`src/rtl/dispatch_ctrl.sv`:
```
// dispatch_ctrl
//
// Dispatch controller between rename and the three reservation stations
// (ALU, branch, memory). Renamed instructions are buffered in a 2-entry
// in-order FIFO. The head entry is offered to exactly one reservation
// station, chosen from its functional-unit bits. A ROB credit counter
// limits the number of instructions in flight to ROB_DEPTH. A mispredict
// flushes the FIFO and reloads the credits.
//
// rename_data layout (DATA_W bits, flat vector):
//   [0]          fu_alu
//   [1]          fu_br
//   [2]          fu_mem
//   [6:3]        rob_tag
//   [DATA_W-1:7] operands / payload
//
// Ports:
//   clk                  clock, all state updates on the rising edge
//   reset                asynchronous active-high reset
//   valid_in             rename output valid
//   data_in              renamed instruction (rename_data)
//   ready_in             dispatch can accept data_in this cycle
//   rs_data              FIFO head, shared by all three RS (0 when empty)
//   alu_valid/br_valid/mem_valid   head targets that RS
//   alu_ready/br_ready/mem_ready   RS has a free slot
//   rob_alloc            pulse: ROB entry allocated this cycle
//   rob_alloc_tag        rob_tag of the allocated entry
//   commit_en            ROB retired one instruction this cycle
//   mispredict           flush request from the ROB
//   mispredict_inflight  ROB entries surviving the flush (0..16)
//   credits              current free ROB slots
module dispatch_ctrl #(
    parameter int ROB_DEPTH  = 16,
    parameter int FIFO_DEPTH = 2,
    parameter int DATA_W     = 32
) (
    input  logic              clk,
    input  logic              reset,
    input  logic              valid_in,
    input  logic [DATA_W-1:0] data_in,
    output logic              ready_in,
    output logic [DATA_W-1:0] rs_data,
    output logic              alu_valid,
    output logic              br_valid,
    output logic              mem_valid,
    input  logic              alu_ready,
    input  logic              br_ready,
    input  logic              mem_ready,
    output logic              rob_alloc,
    output logic [3:0]        rob_alloc_tag,
    input  logic              commit_en,
    input  logic              mispredict,
    input  logic [4:0]        mispredict_inflight,
    output logic [4:0]        credits
);

    localparam logic [4:0] ROB_FULL   = 5'(ROB_DEPTH);
    localparam logic [1:0] FIFO_FULL  = 2'(FIFO_DEPTH);

    logic [DATA_W-1:0] fifo_mem [2];
    logic              wr_ptr;
    logic              rd_ptr;
    logic [1:0]        count;
    logic [4:0]        credits_q;

    logic [DATA_W-1:0] head;
    logic              nonempty;
    logic              sel_br;
    logic              sel_mem;
    logic              sel_alu;
    logic              acc;
    logic              issue;

    // Credits after a flush; out-of-range survivor counts clamp to zero credits.
    function automatic logic [4:0] flush_credits(input logic [4:0] inflight);
        if (inflight >= ROB_FULL)
            return 5'd0;
        else
            return ROB_FULL - inflight;
    endfunction

    // A commit with no allocation never pushes the counter past ROB_DEPTH,
    // so a spurious commit when the ROB is already empty is absorbed.
    function automatic logic [4:0] sat_inc(input logic [4:0] c);
        if (c >= ROB_FULL)
            return ROB_FULL;
        else
            return c + 5'd1;
    endfunction

    always_comb begin
        head     = fifo_mem[rd_ptr];
        nonempty = (count != 2'd0);

        // Branch wins over memory, memory over ALU; no FU bit means ALU
        // (LUI/AUIPC/JAL).
        sel_br   = nonempty && head[1];
        sel_mem  = nonempty && !head[1] && head[2];
        sel_alu  = nonempty && !head[1] && !head[2];

        // Depends only on registered state and mispredict, never on RS
        // readies, so rename sees no combinational path from the RS.
        ready_in = (count != FIFO_FULL) && (credits_q != 5'd0) && !mispredict;
        acc      = valid_in && ready_in;
        issue    = (sel_br && br_ready) || (sel_mem && mem_ready) ||
                   (sel_alu && alu_ready);

        rs_data       = nonempty ? head : '0;
        alu_valid     = sel_alu;
        br_valid      = sel_br;
        mem_valid     = sel_mem;
        rob_alloc     = acc;
        rob_alloc_tag = acc ? data_in[6:3] : 4'd0;
        credits       = credits_q;
    end

    // FIFO storage carries data only; an empty FIFO masks it at rs_data.
    always_ff @(posedge clk) begin
        if (acc)
            fifo_mem[wr_ptr] <= data_in;
    end

    always_ff @(posedge clk or posedge reset) begin
        if (reset) begin
            count     <= 2'd0;
            wr_ptr    <= 1'b0;
            rd_ptr    <= 1'b0;
            credits_q <= ROB_FULL;
        end else if (mispredict) begin
            // commit_en is already folded into mispredict_inflight by the ROB.
            count     <= 2'd0;
            wr_ptr    <= 1'b0;
            rd_ptr    <= 1'b0;
            credits_q <= flush_credits(mispredict_inflight);
        end else begin
            if (acc)
                wr_ptr <= ~wr_ptr;
            if (issue)
                rd_ptr <= ~rd_ptr;

            case ({acc, issue})
                2'b10:   count <= count + 2'd1;
                2'b01:   count <= count - 2'd1;
                default: count <= count;
            endcase

            case ({acc, commit_en})
                2'b10:   credits_q <= credits_q - 5'd1;
                2'b01:   credits_q <= sat_inc(credits_q);
                default: credits_q <= credits_q;
            endcase
        end
    end

endmodule

```
`config.mk`:
```
export PLATFORM = sky130hd
export DESIGN_NAME = dispatch_ctrl
export DESIGN_NICKNAME = d
export VERILOG_FILES = /design/src/rtl/dispatch_ctrl.sv
export SDC_FILE = /design/constraint.sdc
export NUM_CORES = 1
export LEC_CHECK = 0
export BUFFER_PORTS_ARGS = -buffer_cell sky130_fd_sc_hd__buf_4
export CAP_MARGIN = 20
export CORE_ASPECT_RATIO = 0.7
export CORE_MARGIN = 10
export CORE_UTILIZATION = 38
export CTS_CLUSTER_DIAMETER = 30
export DETAILED_ROUTE_END_ITERATION = 8
export PLACE_DENSITY = 0.71
export SETUP_SLACK_MARGIN = 0.1
export SLEW_MARGIN = 5
export SYNTH_ARGS = -nofsm -noshare
export SYNTH_HDL_FRONTEND = slang
export SYNTH_SLANG_ARGS = --single-unit
```
`constraint.sdc`:
```
create_clock -name clk -period 8.3 [get_ports clk]
set_input_delay 1.66 -clock clk [delete_from_list [all_inputs] [get_ports clk]]
set_output_delay 1.66 -clock clk [all_outputs]
set_load 0.02 [all_outputs]
```
==> Yosys cells after proc, flatten, opt, wreduce, memory -nomap -nowiden <==
Memory sizes are Yosys's and may differ from the RTL's.
Index checks and enable logic that the tools add are counted.
{ "word_totals": {"regBits": 9, "ramBits": 64, "inputBits": 45, "output_inout_bits": 46, "elab_cells": 54, "n_memories": 1} }
{ "mem_list": {"columns": ["memory", "words", "width", "rd", "rd_ports_with_merged_regs", "wr", "line_no", "source"], "rows": [
  ["fifo_mem", 2, 32, 1, 0, 1, "60", "logic [DATA_W-1:0] fifo_mem [2];"]
]} }
{ "op_classes": {"add_sub_neg": 5, "order_cmp": 2, "n_eq_ne": 5, "mux": 14, "bitwise_logic": 2, "n_reduce_logical": 21} }
{ "ops": {"columns": ["operator", "n"], "rows": [
  ["two-way mux 32 bit", 1],
  ["two-way mux 5 bit", 3],
  [">= comparator 5 bit, second input constant", 2],
  ["logical AND 1 bit", 10],
  ["one-hot mux 5 bit (2 select lines)", 1],
  ["two-way mux 1 bit", 6],
  ["nonzero test 2 bit", 3],
  ["nonzero test 3 bit", 2],
  ["adder 5 x 1 -> 5 bit, second input constant", 1],
  ["nonzero test 5 bit", 1],
  ["subtractor 5 x 1 -> 5 bit, second input constant", 1],
  ["subtractor 5 bit, first input constant", 1],
  ["== test 2 x 1 -> 1 bit, second input constant", 2],
  ["== test 2 bit, second input constant", 2],
  ["two-way mux 4 bit", 1],
  ["one-hot mux 2 bit (2 select lines)", 1],
  ["zero test 1 bit", 3],
  ["adder 2 x 1 -> 2 bit, second input constant", 1],
  ["logical OR 1 bit", 2],
  ["two-way mux 2 bit", 1],
  ["inequality test 2 bit, second input constant", 1],
  ["inverter 1 bit", 2],
  ["subtractor 2 x 1 -> 2 bit, second input constant", 1]
]} }

==> Longest topological paths before layout <==
Gate-level depths: netlist of the first run.
An unclocked memory read counts as a cell.
{ "logic_depth": {"depth_word": 10, "ltp_mapped": 9, "depth_no_buf": 9} }

==> Least setup slack after synthesis of the first run <==
Ideal clock, no wire load.
{ "synth_path": {"kind": "input port to output port", "start": "in valid_in", "end": "out rob_alloc_tag[0]", "arrival_ns": 2.552, "t_required_ns": 6.640, "setup_slack_ns": 4.088, "stages": 3, "n_path_buf": 0, "path_cell_list": "nand3_1 > nor2_1 > and2_1"} }
{ "synth_between": {"elab_chain_cells": 2} }
{ "synth_rtl": {"columns": ["item", "line_no", "source"], "rows": [
  ["from (decl)", "39", "input logic valid_in,"],
  ["logical AND 1 bit", "104", "acc = valid_in && ready_in;"],
  ["net rob_alloc", "49", "output logic rob_alloc,"],
  ["two-way mux 4 bit", "113", "rob_alloc_tag = acc ? data_in[6:3] : 4'd0;"],
  ["to (decl)", "50", "output logic [3:0] rob_alloc_tag,"]
]} }
The timed path passes the listed nets, and every way through them passes these cells.

==> Worst setup path in the final report of the first run <==
{ "layout_path": {"start": "in valid_in", "end": "out rob_alloc_tag[3]"} }
{ "layout_between": {"elab_chain_cells": 2} }
{ "layout_rtl": {"columns": ["item", "line_no"], "rows": [
  ["logical AND 1 bit", "104"],
  ["two-way mux 4 bit", "113"]
]} }
Every way passes these cells.

==> flow_summary.rst, run 1 <==
.. list-table::
   :header-rows: 1

   * - Metric
     - Value
   * - Number of nets with antenna violations after routing
     - 0
   * - Setup Viol. Count Final
     - 0
   * - Worst-case clock buffer depth
     - 2
   * - Final layout net count
     - between 300 and 400
   * - Clock network latency to the later pin of the worst-skew pair
     - 0.33 ns
   * - Number of slew-limit violations in the final report
     - 0
   * - Clock H-tree levels
     - 3
   * - Yosys warning total
     - 0
   * - DR pass1 iterations
     - 4
   * - Rows
     - 28
   * - Worst IR drop on VDD
     - roughly 110 uV
   * - Number of DRC markers after the initial detailed-route iteration
     - between 100 and 150
   * - Synth top area cells
     - edfxtp_1 58%, mux2i_1 11%, dfrtp_1 6.0%
   * - Wire length of the first global-routing pass
     - between 10000 and 15000 um
   * - Final TNS setup
     - 0 ns
   * - Max-slew headroom
     - 0.340
   * - Run status
     - complete, no violations
   * - Remaining global-route overflow
     - 0
   * - CTS Root Buffer Type
     - clkbuf_16
   * - Share of post-route cells with drive strength above 1
     - 0.354
   * - Total detailed-routing wirelength
     - between 7000 and 8000 um
   * - Count of clock tree sinks
     - 73
   * - RSZ-0062 raised after global routing
     - false
   * - Post-layout min period
     - approximately 4.4 ns
   * - Fmax
     - 0.228 GHz
   * - Max-cap violations
     - 0
   * - Ys flop type
     - edfxtp_1
   * - Netlist area before placement
     - 3340 sq um
   * - Wirelength per Cell
     - roughly 16 um
   * - Element type at the critical path start
     - input pin
   * - Count leader, synth
     - edfxtp_1
   * - Antenna violations before repair
     - 0
   * - Final RePlAce weighted congestion
     - ~0.83
   * - Total via count in the routed design
     - 2184
   * - Drc violations
     - 0
   * - Instance count of the mapped netlist
     - ~240
   * - CTS clk-pin slew, worst paths
     - around 0.05 ns
   * - Count of hold-fix buffers inserted at cts
     - 0
   * - Full die area
     - around 13000 sq um
   * - Port bufs
     - 90
   * - Vias per Instance
     - between 4 and 5
   * - Initial core utilization
     - 0.392
   * - Relative area change from synthesis to final layout
     - 31.7%
   * - Total of flip-flops plus latches after synthesis
     - 73
   * - Final HPWL DP
     - between 5000 and 6000 um
   * - Worst Hold Class
     - reg -> reg
   * - Post-synth top area share
     - 0.576
   * - Largest net degree at the start of global routing
     - 34
   * - Final period util
     - 0.529
   * - Setup Crit Path Kind
     - in -> out
   * - Layout Skew
     - between 0.008 and 0.009 ns
   * - Count of cells resized by post-cts repair
     - 0
   * - Largest area contributor in the synthesized netlist
     - edfxtp_1
   * - Smallest hold slack
     - 0.611 ns
   * - Synth Net Count
     - about 290
   * - Data required time of the worst path
     - between 6 and 7 ns
   * - Signal arrival time at the worst endpoint
     - approximately 2.7 ns
   * - Syn avg cell area
     - 13.7 sq um
   * - Overall die width
     - 132 um
   * - Clock tree from TritonCTS
     - built
   * - Area of the core region
     - approximately 8500 sq um
   * - EDFF count, synth
     - 64
   * - Number of buffers created by CTS
     - 9
   * - Top post-synthesis cells by count
     - 64 x edfxtp_1, 43 x nor2_1, 38 x mux2i_1
   * - Post CTS Setup Buffer Count
     - 0
   * - Power per cell area
     - approximately 260 nW/um^2
   * - Die Span Y
     - around 98 um
   * - Number of distinct library cells after synthesis
     - 44
   * - Static leakage
     - ~1.7 nW
   * - Number of global-route vias before repair
     - ~2200
   * - Max FO, Critical Path
     - 7
   * - N_diodes
     - 0
   * - Total Routing Usage GR
     - 0.115
   * - Fraction of registers with async set or reset after synthesis
     - 0.123
   * - Critical path endpoint category
     - primary output
   * - Actual transition at the worst max-transition pin
     - 0.990 ns
   * - Post-synthesis sequential area ratio
     - 0.644
   * - Count of final hold-check violations
     - 0
   * - I/O pins
     - between 90 and 100
critical path: stages:
cell,delay (ns)
buf_4,0.13
nand3_1,0.17
nor2_1,0.44
and2_1,0.20
buf_4,0.14
logic make-up after synthesis:
group | count (synthesis) | synth area share
flops | 73 | 0.644
buf+inv | 22 | 0.0341
simple gates | 78 | 0.119
mux | 39 | 0.117
compound gates | 23 | 0.0592
fa+ha+maj | 5 | 0.0187
xor+xnor | 3 | 0.00788
report_power, final:
part | leakage [nW] | total, mW | switching (mW) | internal, mW
sequential | 0.698 | 0.488 | 0.0438 | 0.444
combinational | 0.867 | 0.293 | 0.163 | 0.130
clock | 0.138 | 0.376 | 0.144 | 0.232
worst paths after layout:
| kind | slack, ns | from | end | cells past startpoint |
|---|---|---|---|---|
| min reg2reg | 0.61 | count[1] | count[1] | 2 |
| max in group asynchronous | 6.68 | reset | credits[4] | 2 |
| max | 3.91 | valid_in | rob_alloc_tag[3] | 5 |
| min | 0.61 | count[1] | count[1] | 2 |
| min in group asynchronous | 1.31 | reset | credits[1] | 2 |
| max reg2reg | 5.28 | credits[0] | fifo_mem[0][21] | 7 |
per-layer routing:
metal / global-route usage / up-vias / wire, um
li1: - / 1079 / -
met4: 0.0332 / 0 / 68
met5: 0 / - / 0
met1: 0.141 / 1028 / 3220
met2: 0.177 / 68 / 3540
met3: 0.0542 / 9 / 607
final cells by class:
cell class | count | area (sq um)
Fill cell | 766 | 4120
Sequential cell | 73 | 2150
Multi-Input combinational cell | 148 | 1090
Timing Repair Buffer | 91 | 683
Clock buffer | 9 | 225
Tap cell | 120 | 150
Clock inverter | 6 | 67.6
Inverter | 9 | 33.8
cells in the final DEF (no fill, tap or decap), drive strengths merged, types with 4 or more instances in the layout:
cell type | netlist | final
clkbuf | 7 | 9
buf | 6 | 91
nor2 | 43 | 43
nor3b | 4 | 4
nand4 | 4 | 4
dfrtp | 8 | 8
nand2 | 7 | 7
edfxtp | 64 | 64
ha | 5 | 5
mux2i | 38 | 38
a21oi | 5 | 5
and2 | 5 | 5
inv | 9 | 10
metrics by stage:
step	total power, mW	setup WS, ns	cell area (sq um)	std cells	util
after detailed placement	0.794	3.88	4100	441	0.482
final	1.16	3.91	4400	456	0.516
after global placement	0.790	3.90	4100	441	0.482
after CTS	1.17	3.88	4400	456	0.516
after global routing	1.22	3.79	4400	456	0.516
after floorplan	0.679	4.09	3340	243	-
flip-flops by register name, indices dropped and copies added (netlist names):
register,count
count,2
credits,5
fifo_mem,64
rd_ptr,1
wr_ptr,1
(Power assumes the default switching activity.)
==> inputs of run 2 (changes only) <==
==> constraint.sdc (replaced) <==
create_clock -name clk -period 4.55 [get_ports clk]
set_input_delay 0.91 -clock clk [delete_from_list [all_inputs] [get_ports clk]]
set_output_delay 0.91 -clock clk [all_outputs]
set_load 0.02 [all_outputs]
==> run 2 against run 1 <==
  * Global-route usage rose by 0.11 points
  * Non-clock buffer count increased by 1
  * Total power increased by 84%
  * Via count grew 2.3%
  * Clock power up 86%
  * Final cell count grew 0.44%
  * Utilization up 0.21 points
  * Critical path depth is 2 higher
  * Setup slack lost 2.7 ns
  * Clock skew shrank 0.0039 ns
  * Highest routed layer unchanged
  * Combinational power is 89% higher
  * Wire length is 0.82% higher
==> flow_summary.rst, run 2 (synthesis results as in run 1) <==
.. list-table::
   :header-rows: 1

   * - Metric
     - Value
   * - Capture instance of the worst register-to-register path
     - fifo_mem[0][23]
   * - Internal reg-to-reg setup slack
     - 1.56 ns (-3.72 ns)
   * - Static leakage
     - 1.72 nW (+0.81%)
   * - Port bufs
     - 90 (unchanged)
   * - Number of buffers created by CTS
     - 9 (unchanged)
   * - N_diodes
     - 0 (unchanged)
   * - RSZ-0062 raised after global routing
     - false
   * - Worst-case clock buffer depth
     - 2 (unchanged)
   * - Overall die width
     - 132 um (unchanged)
   * - Fmax
     - 0.301 GHz
   * - Actual transition at the worst max-transition pin
     - 0.942 ns (-0.0484 ns)
   * - Count of clock tree sinks
     - 73 (unchanged)
   * - Vias per Instance
     - 4.88 (+1.9%)
   * - Total Routing Usage GR
     - 0.116 (+0.00113)
   * - Smallest hold slack
     - 0.565 ns (-0.0469 ns)
   * - Final standard cell utilization of the core
     - 0.518 (+0.00206)
   * - Layout Skew
     - 0.00413 ns (-0.00387 ns)
   * - Number of nets with antenna violations after routing
     - 0 (unchanged)
   * - Count of hold-fix buffers inserted at cts
     - 0 (unchanged)
   * - Critical path endpoint category
     - primary output
   * - Commonest cells after routing, fill and taps aside
     - 92 x buf_4, 64 x edfxtp_1, 41 x nor2_1
   * - Register containing the most flip-flops in the final layout
     - fifo_mem
   * - Final layout net count
     - 383 (+0.26%)
   * - Relative area change from synthesis to final layout
     - 32.2%
   * - Largest net degree at the start of global routing
     - 33 (-2.9%)
   * - Die Span Y
     - 98.4 um (unchanged)
   * - Final Cell Area
     - 4410 sq um (+0.40%)
   * - Full die area
     - 13000 sq um (unchanged)
   * - Number of slew-limit violations in the final report
     - 0 (unchanged)
   * - Post CTS Setup Buffer Count
     - 0 (unchanged)
   * - Clock network latency to the later pin of the worst-skew pair
     - 0.33 ns (about the same)
   * - I/O pins
     - 91 (unchanged)
   * - Run status
     - complete, no violations
   * - Count of final hold-check violations
     - 0 (unchanged)
   * - CTS Root Buffer Type
     - clkbuf_16
   * - Wirelength per Cell
     - 16.4 um (+0.38%)
   * - Total via count in the routed design
     - 2235 (+2.3%)
   * - DR pass1 iterations
     - 4 (unchanged)
   * - Setup Viol. Count Final
     - 0 (unchanged)
   * - Rows
     - 28 (unchanged)
   * - Most common library cell in the layout ignoring fill and taps
     - buf_4
   * - Count of cells resized by post-cts repair
     - 0 (unchanged)
   * - Drc violations
     - 0 (unchanged)
   * - Final RePlAce weighted congestion
     - 0.835 (+0.41%)
   * - Signal arrival time at the worst endpoint
     - 2.41 ns (-0.32 ns)
   * - Total power consumption of the routed design
     - 2.13 mW (+84%)
   * - Wire length of the first global-routing pass
     - 12100 um (+1.7%)
   * - Worst Hold Class
     - in -> async
   * - Clock H-tree levels
     - 3 (unchanged)
   * - Post-layout min period
     - approximately 3.3 ns
   * - Clock tree from TritonCTS
     - built
   * - Share of post-route cells with drive strength above 1
     - 0.358 (+0.00382)
   * - Power per cell area
     - 483 nW/um^2 (+83%)
   * - Number of global-route vias before repair
     - 2367 (+6.1%)
   * - Element type at the critical path start
     - register
   * - Max FO, Critical Path
     - 7 (unchanged)
   * - Critical R2R Launch
     - credits[0]
   * - Total detailed-routing wirelength
     - 7500 um (+0.82%)
   * - Depth of the worst register-to-register path
     - 7 (unchanged)
   * - Max-slew headroom
     - 0.371 (+0.0308)
   * - Max-cap violations
     - 0 (unchanged)
   * - Data required time of the worst path
     - 3.64 ns (-3.00 ns)
   * - Number of flip-flops in the largest register
     - 64 (unchanged)
   * - Placement Cell Area
     - 4110 sq um (+0.18%)
   * - Worst IR drop on VDD
     - 197 uV (+79%)
   * - Setup Crit Path Kind
     - reg -> out
   * - Final TNS setup
     - 0 ns (unchanged)
   * - Number of DRC markers after the initial detailed-route iteration
     - 121 (-5.5%)
   * - Antenna violations before repair
     - 0 (unchanged)
   * - Initial core utilization
     - 0.392 (unchanged)
   * - CTS clk-pin slew, worst paths
     - 0.06 ns (about the same)
   * - Remaining global-route overflow
     - 0 (unchanged)
   * - Final period util
     - 0.729
   * - Area of the core region
     - 8510 sq um (unchanged)
   * - Final HPWL DP
     - 5520 um (+2.0%)
run 2: cell count changes in the layout (fill, tap and decap cells not counted):
cell,previous run,this run
buf_4,91,92
clkinv_4,1,2
clkinvlp_4,2,1
inv_6,1,2
run 2: through the flow:
stage	setup WS [ns]	instances
final	1.23	458
after global routing	1.10	458
after CTS	1.23	458
after detailed placement	1.54	442
after global placement	1.59	442
after floorplan	0.882	243
run 2: worst max-delay path by stage:
stage                    start               end
global route        credits[0]  rob_alloc_tag[3]
finish              credits[0]  rob_alloc_tag[3]
detailed placement    valid_in   fifo_mem[0][13]
CTS                 credits[0]  rob_alloc_tag[3]
floorplan           credits[0]    fifo_mem[0][0]
global placement      valid_in   fifo_mem[0][30]
run 2: report_power, final:
group / switching (mW) / leakage [nW] / internal (mW)
clock network: 0.270 / 0.146 / 0.428
logic: 0.317 / 0.873 / 0.238
registers: 0.0657 / 0.698 / 0.810
run 2: worst max-delay path: stages (launching register included):
cell and delay [ns]:
dfrtp_1 0.44, inv_1 0.18, ha_1 0.18, or4b_4 0.52, nand3_1 0.23, nor2_1 0.17, and2_1 0.20, buf_4 0.15
run 2: area by class of cell:
| cell class | count | area, sq um |
|---|---|---|
| Clock buffer | 9 | 225 |
| Clock inverter | 7 | 77.6 |
| Fill cell | 755 | 4100 |
| Inverter | 9 | 33.8 |
| Multi-Input combinational cell | 148 | 1090 |
| Sequential cell | 73 | 2150 |
| Tap cell | 120 | 150 |
| Timing Repair Buffer | 92 | 691 |
run 2: metal layers:
metal  part of all wire  global-route usage  wire length [um]  up-vias
met3              0.075              0.0455               564        7
met1               0.44               0.143              3310     1060
li1                   -                   -                 -     1078
met2               0.48               0.185              3570       90
met4             0.0073              0.0332                55        0
met5                  0                   0                 0        -
